--- src/rtl/mult_control_if.sv ---
// -----------------------------------------------------------------------------
// mult_control_if
// Strobe/handshake bundle between the multiplier control unit and the
// accumulator/shift register (ACC) plus the requesting agent.
//
//   St    start request (level)            -> control
//   M     multiplier LSB, ACC bit 0         -> control
//   Abort early termination (only when MULT_CONTROL_ABORT_EN is defined)
//   Load  ACC load strobe                   <- control
//   Sh    ACC shift-right strobe            <- control
//   Ad    ACC add strobe                    <- control
//   Done  product valid, held for handshake <- control
//   Busy  operation in progress             <- control
//
// Modports: slave = the control unit, master = requester/ACC side.
// Optional feature macro: MULT_CONTROL_ABORT_EN (adds Abort).
// -----------------------------------------------------------------------------
interface mult_control_if;
    logic St;
    logic M;
    logic Load;
    logic Sh;
    logic Ad;
    logic Done;
    logic Busy;
`ifdef MULT_CONTROL_ABORT_EN
    logic Abort;

    modport slave  (input  St, M, Abort, output Load, Sh, Ad, Done, Busy);
    modport master (output St, M, Abort, input  Load, Sh, Ad, Done, Busy);
`else
    modport slave  (input  St, M, output Load, Sh, Ad, Done, Busy);
    modport master (output St, M, input  Load, Sh, Ad, Done, Busy);
`endif
endinterface

--- src/rtl/mult_control.sv ---
// -----------------------------------------------------------------------------
// mult_control
// Control unit for a WIDTH-bit shift-and-add multiplier. Generates the ACC
// Load/Sh/Ad strobes from a start request and the current multiplier LSB (M),
// counts WIDTH iterations and signals completion with a Done/St handshake.
//
// Ports:
//   Clk    rising-edge clock
//   Rst_n  asynchronous active-low reset (forces IDLE, outputs 0 at once)
//   ctl    mult_control_if.slave: St, M, [Abort] in; Load, Sh, Ad, Done, Busy out
//
// Strobes are decoded combinationally from the state register (plus M in RUN)
// so the ACC acts on the edge that closes the strobe cycle. Because every
// output is a pure decode of the asynchronously reset state, reset drives all
// outputs low without waiting for a clock edge.
//
// Optional feature macro: MULT_CONTROL_ABORT_EN. When defined, ctl.Abort high
// in LOAD/RUN/SHIFT returns the block to IDLE (cnt cleared, no Done).
// -----------------------------------------------------------------------------
module mult_control #(
    parameter int WIDTH = 32
) (
    input  logic                Clk,
    input  logic                Rst_n,
    mult_control_if.slave       ctl
);

    localparam int CNT_W = (WIDTH > 2) ? $clog2(WIDTH) : 1;

    typedef enum logic [2:0] {
        IDLE  = 3'd0,
        LOAD  = 3'd1,
        RUN   = 3'd2,
        SHIFT = 3'd3,
        DONE  = 3'd4
    } state_t;

    state_t             state_r;
    state_t             state_next_s;
    logic [CNT_W-1:0]   cnt_r;
    logic [CNT_W-1:0]   cnt_next_s;
    logic               last_iter_s;
    logic               abort_s;
    logic               load_s;
    logic               sh_s;
    logic               ad_s;
    logic               done_s;
    logic               busy_s;

`ifdef MULT_CONTROL_ABORT_EN
    assign abort_s = ctl.Abort;
`else
    assign abort_s = 1'b0;
`endif

    // Final iteration: the shift closing this cycle is the WIDTH-th one.
    assign last_iter_s = (cnt_r == CNT_W'(WIDTH - 1));

    // State and iteration counter registers.
    always_ff @(posedge Clk or negedge Rst_n) begin
        if (!Rst_n) begin
            state_r <= IDLE;
            cnt_r   <= {CNT_W{1'b0}};
        end else begin
            state_r <= state_next_s;
            cnt_r   <= cnt_next_s;
        end
    end

    // Next-state, counter update and strobe decode.
    always_comb begin
        state_next_s = state_r;
        cnt_next_s   = cnt_r;
        load_s       = 1'b0;
        sh_s         = 1'b0;
        ad_s         = 1'b0;
        done_s       = 1'b0;
        busy_s       = 1'b0;

        case (state_r)
            IDLE: begin
                if (ctl.St) begin
                    state_next_s = LOAD;
                end else begin
                    state_next_s = IDLE;
                end
            end

            LOAD: begin
                load_s     = 1'b1;
                busy_s     = 1'b1;
                cnt_next_s = {CNT_W{1'b0}};
                if (abort_s) begin
                    state_next_s = IDLE;
                end else begin
                    state_next_s = RUN;
                end
            end

            RUN: begin
                busy_s = 1'b1;
                // An add cycle is always followed by exactly one SHIFT cycle,
                // so the counter only advances on the shift of each iteration.
                if (ctl.M) begin
                    ad_s = 1'b1;
                end else begin
                    sh_s = 1'b1;
                end
                if (abort_s) begin
                    state_next_s = IDLE;
                    cnt_next_s   = {CNT_W{1'b0}};
                end else if (ctl.M) begin
                    state_next_s = SHIFT;
                end else if (last_iter_s) begin
                    state_next_s = DONE;
                end else begin
                    state_next_s = RUN;
                    cnt_next_s   = cnt_r + CNT_W'(1);
                end
            end

            SHIFT: begin
                sh_s   = 1'b1;
                busy_s = 1'b1;
                if (abort_s) begin
                    state_next_s = IDLE;
                    cnt_next_s   = {CNT_W{1'b0}};
                end else if (last_iter_s) begin
                    state_next_s = DONE;
                end else begin
                    state_next_s = RUN;
                    cnt_next_s   = cnt_r + CNT_W'(1);
                end
            end

            DONE: begin
                done_s = 1'b1;
                // Held St keeps the product presented; no retrigger until St drops.
                if (ctl.St) begin
                    state_next_s = DONE;
                end else begin
                    state_next_s = IDLE;
                end
            end

            default: begin
                state_next_s = IDLE;
                cnt_next_s   = {CNT_W{1'b0}};
            end
        endcase
    end

    assign ctl.Load = load_s;
    assign ctl.Sh   = sh_s;
    assign ctl.Ad   = ad_s;
    assign ctl.Done = done_s;
    assign ctl.Busy = busy_s;

endmodule
--- src/flat_wrapper.sv ---
// flat-port wrapper written by rule: the top's interface ports become plain ports
module mult_control_flat 
#(
    parameter int WIDTH = 32
)
  (Clk, Rst_n, ctl_St, ctl_M, ctl_Load, ctl_Sh, ctl_Ad, ctl_Done, ctl_Busy);
  mult_control_if ctl_i ();
  input  logic Clk;
  input  logic Rst_n;
  input wire logic [$bits(ctl_i.St)-1:0] ctl_St;
  input wire logic [$bits(ctl_i.M)-1:0] ctl_M;
  output wire logic [$bits(ctl_i.Load)-1:0] ctl_Load;
  output wire logic [$bits(ctl_i.Sh)-1:0] ctl_Sh;
  output wire logic [$bits(ctl_i.Ad)-1:0] ctl_Ad;
  output wire logic [$bits(ctl_i.Done)-1:0] ctl_Done;
  output wire logic [$bits(ctl_i.Busy)-1:0] ctl_Busy;
  assign ctl_i.St = ctl_St;
  assign ctl_i.M = ctl_M;
  assign ctl_Load = ctl_i.Load;
  assign ctl_Sh = ctl_i.Sh;
  assign ctl_Ad = ctl_i.Ad;
  assign ctl_Done = ctl_i.Done;
  assign ctl_Busy = ctl_i.Busy;
  mult_control #(.WIDTH(WIDTH)) u_core (.Clk(Clk), .Rst_n(Rst_n), .ctl(ctl_i));
endmodule
--- config.mk ---
export PLATFORM = sky130hd
export DESIGN_NAME = mult_control_flat
export DESIGN_NICKNAME = d
export VERILOG_FILES = /design/src/rtl/mult_control_if.sv /design/src/rtl/mult_control.sv /design/src/flat_wrapper.sv
export SDC_FILE = /design/constraint.sdc
export NUM_CORES = 1
export LEC_CHECK = 0
export CAP_MARGIN = 20
export CELL_PAD_IN_SITES_DETAIL_PLACEMENT = 0
export CELL_PAD_IN_SITES_GLOBAL_PLACEMENT = 2
export CORE_MARGIN = 5
export CORE_UTILIZATION = 28
export DETAILED_ROUTE_END_ITERATION = 8
export GPL_ROUTABILITY_DRIVEN = 0
export PLACE_DENSITY_LB_ADDON = 0.1
export SYNTH_ARGS = -nofsm -noshare
export SYNTH_HDL_FRONTEND = slang
export SYNTH_SLANG_ARGS = --single-unit
export TNS_END_PERCENT = 30
--- constraint.sdc ---
create_clock -name Clk -period 2 [get_ports Clk]
set_input_delay 0.2 -clock Clk [delete_from_list [all_inputs] [get_ports Clk]]
set_output_delay 0.2 -clock Clk [all_outputs]
set_load 0.02 [all_outputs]
==> run summary <==
The logs give 42 for the synthesized instance count and 0 for the total count of hold-check failures in the final report. Setup repair after global routing left no endpoint under its margin. Vertical extent of the die: 49.1 um.

For the worst setup path, the data required time is 1.80 ns. The startpoint type of the worst setup path was a flip-flop. The die covers 2410 um2. Summing over every cut layer, the via total after detailed routing is 344. In the post-synthesis netlist, the biggest area contributors are dfrtp_1, a22o_1, ha_1. The maximum clock frequency was 539 MHz; the number of sinks handled by clock tree synthesis was 8. The final critical-path required period was 1.85 ns. The fraction of final layout cells sized beyond drive strength 1 was 0.0926. For the number of distinct library cells after synthesis, the log shows 20. Cell type with the highest aggregate area in the netlist: dfrtp_1.

The tools report the endpoint type of the worst setup path as an output pin. By count the netlist is led by dfrtp_1, a22o_1, nand2b_1, nor2_1. In this run, synthesis produced a sequential element count of 8. Critical path start-end classification: flip-flop to output pin. The yosys synthesis warning count was 0.

The total clock buffers created by CTS was 3. At the worst endpoint, the arrival time is 1.65 ns. Summed over all cells, the static leakage comes to 0.275 nW. Buffers inserted to repair hold after CTS numbered 0. The first global-routing pass estimated 1470 um of wire. The wire-length estimate of the detail-placed layout is 711 um.

Summed over all layers, the routed wires come to 890 um. For the starting density of the core, the log shows 0.291. Port buffering added 8 buffers. The maximum level of the CTS H-tree was 1; the fraction of the yosys area taken by sequential cells was 0.468.

For the worst slew margin relative to its limit, the log shows 0.759. In the final timing run, aggregate negative setup slack is 0 ns. The power per standard cell area works out to 1300 nW/um2. Once detail routing completed, the nets flagged for antenna violations numbered 0.

The flow ran to the end, and the final reports show no timing, DRC or antenna violations. The number of cells on the worst reg-to-reg path is 6. The die width came out at 49.1 um.

The repair_antennas step left the layout with diodes totalling 0. The async set-or-reset flop fraction in the synthesized netlist is 1.00, and the transition time of the tightest slew-check pin is 0.360 ns. In this run the critical register-to-register path is captured at u_core.cnt_r[2]. For the final hold slack, the log shows 0.221 ns. Clock-pin slew was measured on the worst setup and hold paths at 0.05 ns. TritonCTS built the clock tree. The total overflow left after global routing is 0. Yosys mapped a number of flops with a built-in enable equal to 0. Maximum number of pins on one net before global-route repair: 9. For the number of global-route vias before repair, the log shows 347. The portion of the clock cycle consumed by the worst path in the final layout is 0.927, and the portion of synthesized cell area occupied by the leading cell type is 0.468.

The tools report the cell area after technology mapping as 428 um2. Setup violations remaining at the end of the flow were counted as 0. Row generation in the floorplan step produced 14 rows. For this run, the post-layout net count is 62. By instance count, the leading cell after synthesis is dfrtp_1.

The source of the worst register-to-register timing path was u_core.cnt_r[0]. In the routed design, unresolved DRC markers number 0. The maximum root-to-sink buffer count is 2, and the worst-path maximum fanout is 6. The run gives 4 as the number of iterations in the first detailed-routing pass. The worst setup slack for register-to-register paths was 0.18 ns.

The worst-case IR drop observed on VDD is 0.519 mV. In the routed layout, each cell is associated on average with a via count of 4.91. 9 I/O pins were placed. On the final layout, the worst clock skew is 0.00462 ns.

The first routing iteration left 3 violations. In the synthesized netlist the dominant register cell turns out to be dfrtp_1. The post-synthesis area per instance was 10.2 um2. The path class of the tightest hold or removal check is primary input to asynchronous set/reset pin. At the later pin of the worst-skew pair, clock insertion delay measures 0.25 ns.

The run gives 0.0830 as the global-route total usage across every layer. The area growth from synthesis to layout was 31.0%. CTS placed an instance of clkbuf_4 at the clock tree root. The max-cap violation count was 0. The number of nets produced by synthesis was 48; the detailed-route wire length per cell was 12.7 um.

The core region is 1470 um2. The number of antenna violations at the first check in global routing came out at 0. For the number of max-slew violations in the final report, the log shows 0.
[worst max path at each step]
| stage | start | to |
|---|---|---|
| 6_report | u_core.state_r[1] | ctl_Done |
| 2_1_floorplan | u_core.cnt_r[0] | u_core.cnt_r[2] |
| 5_1_grt | u_core.state_r[1] | ctl_Done |
| 4_1_cts | u_core.state_r[2] | ctl_Sh |
| 3_3_place_gp | u_core.cnt_r[0] | u_core.cnt_r[2] |
| 3_5_place_dp | u_core.cnt_r[0] | u_core.cnt_r[2] |
[power by group]
part | leakage (nW) | internal (mW) | switching (mW)
sequential | 0.0975 | 0.227 | 0.0541
clock | 0.0138 | 0.0685 | 0.0531
combinational | 0.163 | 0.171 | 0.157
[placed cells by master, fill, tap and decap left out]
cell and instances:
xnor2_1 1, a22o_1 4, nor2_1 4, and2b_1 1, a21o_1 1, nor3b_1 1
or4_1 1, clkbuf_4 3, nor2b_1 1, nand2_1 1, nand2b_1 4, mux2i_1 1
ha_1 2, and2_1 2, and3_1 1, clkdlybuf4s50_1 7, a21oi_1 3, nand3_1 3
dfrtp_1 8, nor3_1 1, inv_1 1, buf_4 1, dlymetal6s2s_1 1, mux2_2 1
[area by class of cell]
cell class	instances	area [um2]
repair buffers	9	90.1
multi-input cells	33	224
inverters	1	3.75
clock buffers	3	22.5
fillers	154	911
well taps	16	20.0
flip-flops and latches	8	200
[worst max-delay path: stages (launching register included)]
cell	delay, ns
dfrtp_1	0.37
buf_4	0.16
nor2_1	0.11
and2_1	0.16
clkdlybuf4s50_1	0.61
[state kept, by name, summed over array words and instances (netlist names)]
| register | cells |
|---|---|
| u_core.cnt_r | 5 |
| u_core.state_r | 3 |
[routing by layer]
metal,GRT usage,wire length (um),vias up,part of all wire
li1,-,-,175,-
met4,0.0942,38,0,0.043
met5,0,0,-,0
met1,0.101,444,160,0.50
met3,0.0214,21,4,0.024
met2,0.107,385,5,0.43
[through the flow]
| step | instances | power (mW) | area, um2 | utilization | setup WS, ns |
|---|---|---|---|---|---|
| after floorplan | 42 | 0.501 | 428 | - | 0.286 |
| after global placement | 67 | 0.599 | 536 | 0.364 | 0.205 |
| after detailed placement | 67 | 0.614 | 536 | 0.364 | 0.183 |
| after CTS | 70 | 0.746 | 558 | 0.379 | 0.0251 |
| after global routing | 70 | 0.793 | 561 | 0.381 | 0.0886 |
| final | 70 | 0.730 | 561 | 0.381 | 0.146 |
[cell families (layout without fill, tap and decap cells)]
| kind of cell | count (synthesis) | count (layout) | synth area share |
|---|---|---|---|
| XOR/XNOR | 1 | 1 | 0.0205 |
| adder cells (fa/ha/maj) | 2 | 2 | 0.0585 |
| multiplexers | 2 | 2 | 0.0497 |
| AND/OR/NAND/NOR | 20 | 20 | 0.260 |
| flip-flops | 8 | 8 | 0.468 |
| AO/OA/AOI/OAI | 8 | 8 | 0.134 |
| buffers and inverters | 1 | 13 | 0.00876 |
[what timing repair did]
| item | CTS | global route |
|---|---|---|
| resized for setup | 0 | 1 |
| setup endpoints to repair | 0 | 1 |
| setup buffers | 0 | 0 |
(Power assumes the default switching activity.)
